===== config.mk =====
export PLATFORM = sky130hd
export DESIGN_NAME = ram_bank_flat
export DESIGN_NICKNAME = d
export VERILOG_FILES = /design/src/rtl/ram_bank_if.sv /design/src/rtl/ram_bank.sv /design/src/flat_wrapper.sv
export SDC_FILE = /design/constraint.sdc
export NUM_CORES = 1
export LEC_CHECK = 0
export BUFFER_PORTS_ARGS = -buffer_cell sky130_fd_sc_hd__buf_2
export CAP_MARGIN = 15
export CORE_ASPECT_RATIO = 2
export CORE_UTILIZATION = 40
export DETAILED_ROUTE_END_ITERATION = 12
export GPL_TIMING_DRIVEN = 0
export HOLD_SLACK_MARGIN = 0.05
export SLEW_MARGIN = 15
export SYNTH_ARGS = -nofsm -noshare
export SYNTH_HDL_FRONTEND = slang
export SYNTH_SLANG_ARGS = --single-unit
export TNS_END_PERCENT = 50

===== constraint.sdc =====
create_clock -name clk -period 3.84 [get_ports clk]
set_input_delay 0.192 -clock clk [delete_from_list [all_inputs] [get_ports clk]]
set_output_delay 0.192 -clock clk [all_outputs]
set_load 0.01 [all_outputs]

===== src/rtl/ram_bank_if.sv =====
// Request/response bundle for ram_bank: write port, read port, clear request and status.
// The master drives requests; the slave (the RAM) returns busy and read data.
interface ram_bank_if #(
  parameter int D_WIDTH = 16,
  parameter int A_WIDTH = 4
);
  logic                   clear;
  logic                   busy;
  logic                   write_enable;
  logic [A_WIDTH-1:0]     address_write;
  logic [D_WIDTH-1:0]     data_write;
  logic [D_WIDTH/8-1:0]   byte_enable;
  logic                   read_enable;
  logic [A_WIDTH-1:0]     address_read;
  logic [D_WIDTH-1:0]     data_read;
  logic                   read_valid;

  modport master (
    output clear, write_enable, address_write, data_write, byte_enable,
           read_enable, address_read,
    input  busy, data_read, read_valid
  );

  modport slave (
    input  clear, write_enable, address_write, data_write, byte_enable,
           read_enable, address_read,
    output busy, data_read, read_valid
  );
endinterface


===== src/rtl/ram_bank.sv =====
// Single-clock 1R1W RAM with byte enables, 1- or 2-cycle read latency,
// optional read-during-write bypass and a clear sweep run after reset or on request.
module ram_bank #(
  parameter int               D_WIDTH   = 16,
  parameter int               A_WIDTH   = 4,
  parameter int               A_MAX     = 16,
  parameter int               RD_LAT    = 1,
  parameter int               BYPASS    = 1,
  parameter logic [D_WIDTH-1:0] CLR_VALUE = '0
) (
  input  logic      clk,
  input  logic      rst_n,
  ram_bank_if.slave bus
);

  localparam int NB = D_WIDTH / 8;
  localparam int IW = (A_MAX > 1) ? $clog2(A_MAX) : 1;

  typedef enum logic {ST_CLEAR, ST_READY} state_t;

  state_t             r_state;
  state_t             w_state_next;
  logic [IW-1:0]      r_clr_addr;
  logic [IW-1:0]      w_clr_addr_next;

  logic [D_WIDTH-1:0] r_mem [A_MAX];

  logic               w_busy;
  logic               w_accept;
  logic               w_wr_in_range;
  logic               w_rd_in_range;
  logic               w_wr_go;
  logic               w_rd_go;
  logic [IW-1:0]      w_wr_idx;
  logic [IW-1:0]      w_rd_idx;
  logic [IW-1:0]      w_mem_idx;
  logic [D_WIDTH-1:0] w_mem_wdata;
  logic [NB-1:0]      w_byte_we;
  logic [D_WIDTH-1:0] w_mem_rword;
  logic [D_WIDTH-1:0] w_merged;
  logic               w_hit;
  logic [D_WIDTH-1:0] w_rd_word;

  logic               r_s1_valid;
  logic [D_WIDTH-1:0] r_s1_data;

  // ---------------------------------------------------------------- FSM
  always_ff @(posedge clk or negedge rst_n) begin
    if (!rst_n) begin
      r_state    <= ST_CLEAR;
      r_clr_addr <= '0;
    end else begin
      r_state    <= w_state_next;
      r_clr_addr <= w_clr_addr_next;
    end
  end

  always_comb begin
    w_state_next    = r_state;
    w_clr_addr_next = r_clr_addr;
    case (r_state)
      ST_CLEAR: begin
        if (r_clr_addr == IW'(A_MAX - 1)) begin
          w_state_next    = ST_READY;
          w_clr_addr_next = '0;
        end else begin
          w_clr_addr_next = r_clr_addr + IW'(1);
        end
      end
      ST_READY: begin
        if (bus.clear) begin
          w_state_next    = ST_CLEAR;
          w_clr_addr_next = '0;
        end
      end
      default: begin
        w_state_next    = ST_CLEAR;
        w_clr_addr_next = '0;
      end
    endcase
  end

  assign w_busy   = (r_state == ST_CLEAR);
  assign bus.busy = w_busy;

  // clear wins over any user access issued in the same cycle
  assign w_accept = (r_state == ST_READY) && !bus.clear;

  assign w_wr_in_range = ({1'b0, bus.address_write} < (A_WIDTH + 1)'(A_MAX));
  assign w_rd_in_range = ({1'b0, bus.address_read}  < (A_WIDTH + 1)'(A_MAX));
  assign w_wr_idx      = bus.address_write[IW-1:0];
  assign w_rd_idx      = bus.address_read[IW-1:0];
  assign w_wr_go       = w_accept && bus.write_enable && w_wr_in_range;
  assign w_rd_go       = w_accept && bus.read_enable;

  // ---------------------------------------------------------------- array write
  assign w_mem_idx   = w_busy ? r_clr_addr : w_wr_idx;
  assign w_mem_wdata = w_busy ? CLR_VALUE  : bus.data_write;

  generate
    for (genvar gi = 0; gi < NB; gi++) begin : g_byte
      assign w_byte_we[gi] = w_busy || (w_wr_go && bus.byte_enable[gi]);
      assign w_merged[8*gi +: 8] = bus.byte_enable[gi] ? bus.data_write[8*gi +: 8]
                                                       : w_mem_rword[8*gi +: 8];
    end
  endgenerate

  always_ff @(posedge clk) begin
    for (int b = 0; b < NB; b++) begin
      if (w_byte_we[b]) begin
        r_mem[w_mem_idx][8*b +: 8] <= w_mem_wdata[8*b +: 8];
      end
    end
  end

  // ---------------------------------------------------------------- read path
  assign w_mem_rword = r_mem[w_rd_idx];
  assign w_hit       = (BYPASS != 0) && w_wr_go && (bus.address_write == bus.address_read);

  always_comb begin
    w_rd_word = w_mem_rword;
    if (!w_rd_in_range) begin
      w_rd_word = '0;
    end else if (w_hit) begin
      w_rd_word = w_merged;
    end
  end

  always_ff @(posedge clk or negedge rst_n) begin
    if (!rst_n) begin
      r_s1_valid <= 1'b0;
      r_s1_data  <= '0;
    end else begin
      r_s1_valid <= w_rd_go;
      if (w_rd_go) begin
        r_s1_data <= w_rd_word;
      end
    end
  end

  // The second stage is not gated by busy so reads already in flight finish.
  generate
    if (RD_LAT == 2) begin : g_lat2
      logic               r_s2_valid;
      logic [D_WIDTH-1:0] r_s2_data;

      always_ff @(posedge clk or negedge rst_n) begin
        if (!rst_n) begin
          r_s2_valid <= 1'b0;
          r_s2_data  <= '0;
        end else begin
          r_s2_valid <= r_s1_valid;
          if (r_s1_valid) begin
            r_s2_data <= r_s1_data;
          end
        end
      end

      assign bus.read_valid = r_s2_valid;
      assign bus.data_read  = r_s2_data;
    end else begin : g_lat1
      assign bus.read_valid = r_s1_valid;
      assign bus.data_read  = r_s1_data;
    end
  endgenerate

endmodule


===== src/flat_wrapper.sv =====
// flat-port wrapper written by rule: the top's interface ports become plain ports
module ram_bank_flat 
#(
  parameter int               D_WIDTH   = 16,
  parameter int               A_WIDTH   = 4,
  parameter int               A_MAX     = 16,
  parameter int               RD_LAT    = 1,
  parameter int               BYPASS    = 1,
  parameter logic [D_WIDTH-1:0] CLR_VALUE = '0
)
  (clk, rst_n, bus_clear, bus_write_enable, bus_address_write, bus_data_write, bus_byte_enable, bus_read_enable, bus_address_read, bus_busy, bus_data_read, bus_read_valid);
  ram_bank_if #(.D_WIDTH(D_WIDTH), .A_WIDTH(A_WIDTH)) bus_i ();
  input  logic clk;
  input  logic rst_n;
  input wire logic [$bits(bus_i.clear)-1:0] bus_clear;
  input wire logic [$bits(bus_i.write_enable)-1:0] bus_write_enable;
  input wire logic [$bits(bus_i.address_write)-1:0] bus_address_write;
  input wire logic [$bits(bus_i.data_write)-1:0] bus_data_write;
  input wire logic [$bits(bus_i.byte_enable)-1:0] bus_byte_enable;
  input wire logic [$bits(bus_i.read_enable)-1:0] bus_read_enable;
  input wire logic [$bits(bus_i.address_read)-1:0] bus_address_read;
  output wire logic [$bits(bus_i.busy)-1:0] bus_busy;
  output wire logic [$bits(bus_i.data_read)-1:0] bus_data_read;
  output wire logic [$bits(bus_i.read_valid)-1:0] bus_read_valid;
  assign bus_i.clear = bus_clear;
  assign bus_i.write_enable = bus_write_enable;
  assign bus_i.address_write = bus_address_write;
  assign bus_i.data_write = bus_data_write;
  assign bus_i.byte_enable = bus_byte_enable;
  assign bus_i.read_enable = bus_read_enable;
  assign bus_i.address_read = bus_address_read;
  assign bus_busy = bus_i.busy;
  assign bus_data_read = bus_i.data_read;
  assign bus_read_valid = bus_i.read_valid;
  ram_bank #(.D_WIDTH(D_WIDTH), .A_WIDTH(A_WIDTH), .A_MAX(A_MAX), .RD_LAT(RD_LAT), .BYPASS(BYPASS), .CLR_VALUE(CLR_VALUE)) u_core (.clk(clk), .rst_n(rst_n), .bus(bus_i));
endmodule

==> flow_summary.ini <==
[status]
outcome = finished, final reports clean

[synth]
synth.largest_area_cell = edfxtp_1
synth-seq-area-share_pct = 74.8
yosys.area.top_type_share_pct = 69.8
synth_edf_count = 256
synth_nets = 600
postSynthCellCount = 568
synthFlopType = edfxtp_1
synthArstFlopShare_pct = 7.91
syn_area_um2 = 11000
ys_types = 37
synth_warnings = 0
synth_area_leaders = edfxtp_1 70%, mux4_2 13%, dfrtp_1 5.0%
ys_ff_latch = 278
syn_area_per_cell_um2 = 19.4

[global_route]
antenna_found_initial = 0
grt_pass1_vias = 6261
grt_util_all_layers_pct = 19.6
grt_max_degree = 23
grt_pass1_wl_mm = 39.3
grt_overflow_total = 0

[timing]
fmax_mhz = 371
slew_viol_final = 0
finalCriticalPeriod_ns = 2.70
relSlewSlack_pct = 31.7
finalCritPeriodShare_pct = 70.2
hold_viol = 0
fin_worst_skew_ns = 0.0136
fin_tns_setup_ns = 0
rsz0062_at_grt = no
worst_pin_slew_ns = 1.02
setup_viol = 0

[cells_and_area]
finalNonFillerCells = 1025
nNetsFinal = 691
syn_to_final_growth_pct = 14.7
stdcell_area_um2 = 12600
num_antenna_cells = 0
nFillCells = 2324
drive_above_1_share_pct = 23.2

[floorplanning]
core_area_um2 = 27000
rows = 85
dieArea_um2 = 28300
num_io_pins = 49
die_w_um = 119
dieHeight_um = 237
initial_core_util_pct = 40.8

[worst_setup_path]
critPathCaptureType = flip-flop
cp_max_fo = 10
cp.required_ns = 3.99
crit_buf_inv = 2
crit_slowest_cell = nor2_1
worstSetupPathType = flip-flop to flip-flop
cp_cell_sequence = clkbuf_1 > inv_1 > o31ai_1 > nand2_1 > nor2_1
startpoint_type = flip-flop
cp.arrival_ns = 2.84
cp_slowest_stage_delay_ns = 0.68
cp_top_family = simple AND/OR/NAND/NOR gates

[clock_tree]
cts_buffers = 24
cts_tree = yes
clkTransAtPathRegs_ns = 0.07
cts_sinks = 278
clkLatencyLatePin_ns = 0.53
ctsRootBufferMaster = clkbuf_16
htreeDepth = 1
cts.path.max_buffers = 3

[drt]
routed_wl_mm = 26.7
drtAntennaViolNets = 0
drcViolationCount = 0
vias = 5759
drt_iter0_drc = 333
viasPerCell = 5.62
dr.pass1.iters = 5
wl_per_cell_um = 26.0

[placed_design]
gp_congestion = 0.836
dp_hpwl_mm = 19.2
dpl_cell_area_um2 = 11700
io_buffer_count = 47
dp.cells = 963

[pwr]
irDropWorstVdd_mv = 0.483
p_leak_nw = 4.28
powerDensity_nw_per_um2 = 653

[run]
cap_violations = 0

[min_path]
min_path_type = primary input to async pin
## path summary, 6_finish.rpt
kind	end	depth (start not counted)	startpoint	slack [ns]
hold reg to reg	u_core.bus.data_read[1]	2	u_core.bus.data_read[1]	0.59
setup reg to reg	u_core.r_mem[1][11]	5	u_core.r_state	1.14
setup / recovery	u_core.r_mem[1][11]	5	u_core.r_state	1.14
min in group clk	u_core.bus.data_read[14]	4	bus_byte_enable[1]	0.31
max in group asynchronous	u_core.r_clr_addr[3]	2	rst_n	3.24
hold / removal	u_core.bus.data_read[0]	2	rst_n	0.20
## worst reg2reg max path: stages (launching register included)
cell and delay (ns):
dfrtp_1 0.39, clkbuf_1 0.33, inv_1 0.21, o31ai_1 0.45, nand2_1 0.27, nor2_1 0.68
## area by class of cell
cell class | count | area, µm² | area share, %
Clock inverter | 16 | 135 | 1.07
Buffer | 28 | 149 | 1.18
Clock buffer | 28 | 637 | 5.04
Sequential cell | 278 | 8240 | 65.2
Multi-Input combinational cell | 256 | 2610 | 20.6
Timing Repair Buffer | 65 | 415 | 3.29
Tap cell | 348 | 435 | 3.44
Inverter | 6 | 22.5 | 0.178
## timing repair
| action | 4_1_cts | 5_1_grt |
|---|---|---|
| gates resized for setup | 0 | 0 |
| hold buffers | 18 | 0 |
| endpoints found under the hold margin | 41 | 0 |
| setup buffers | 0 | 0 |
## metal layers
metal,vias up,track usage [%],part of all wire (%)
met1,2993,18.6,31
met2,198,39.7,60
li1,2504,-,-
met5,-,0,0
met3,64,1.93,3.4
met4,0,10.7,5.2
## flip-flops by register name, indices dropped and copies added, names as in the netlist
register,cells
u_core.r_state,1
u_core.r_clr_addr,4
u_core.r_mem,256
u_core.bus.read_valid,1
u_core.bus.data_read,16
## per-stage QoR
stage / hold WS, ns / total power, W / setup WS, ns / util (%)
3_5_place_dp: 0.242 / 0.00593 / 1.19 / 43.3
4_1_cts: 0.229 / 0.00833 / 1.18 / 46.8
2_1_floorplan: -0.104 / 0.00525 / 1.85 / -
6_report: 0.205 / 0.00826 / 1.14 / 46.8
5_1_grt: 0.272 / 0.00855 / 0.966 / 46.8
3_3_place_gp: 0.218 / 0.00584 / 1.28 / 43.3
## report_power, final
group | switching, W | internal, W
Clock | 0.00107 | 0.00133
Sequential | 0.000168 | 0.00409
Combinational | 0.00107 | 0.000532
Total | 0.00231 | 0.00595
## synthesized netlist by cell type (2+ instances only)
library cell,count
edfxtp_1,256
mux4_2,64
nor2_1,37
nand2_1,35
and2_1,33
a22oi_1,32
dfrtp_1,22
a221o_1,16
clkbuf_1,15
inv_1,6
buf_1,5
buf_6,5
xnor2_1,5
nand3_1,4
a31oi_1,3
nor2b_1,3
o22ai_1,3
and3_1,2
buf_2,2
nand3b_1,2
nor4_2,2
## cells in the final DEF, fill, tap and decap left out, types with 6 or more instances in the layout
master,netlist,routed
dlygate4sd3_1,0,18
inv_1,6,6
mux4_2,64,64
nand2_1,35,35
buf_2,2,49
clkbuf_16,0,25
edfxtp_1,256,256
a221o_1,16,16
a22oi_1,32,32
nor2_1,37,37
clkbuf_1,15,18
dfrtp_1,22,22
and2_1,33,33
## logic make-up (layout without fill, tap and decap cells)
kind of cell,count (synthesis),count (layout),synth area share (%)
multiplexers,64,64,13.1
AND/OR/NAND/NOR,121,121,5.31
AO/OA/AOI/OAI,65,65,4.77
XOR/XNOR,5,5,0.397
flip-flops,278,278,74.8
buffers and inverters,34,143,1.56
adder cells (fa/ha/maj),1,1,0.114
(Power assumes the default switching activity.)
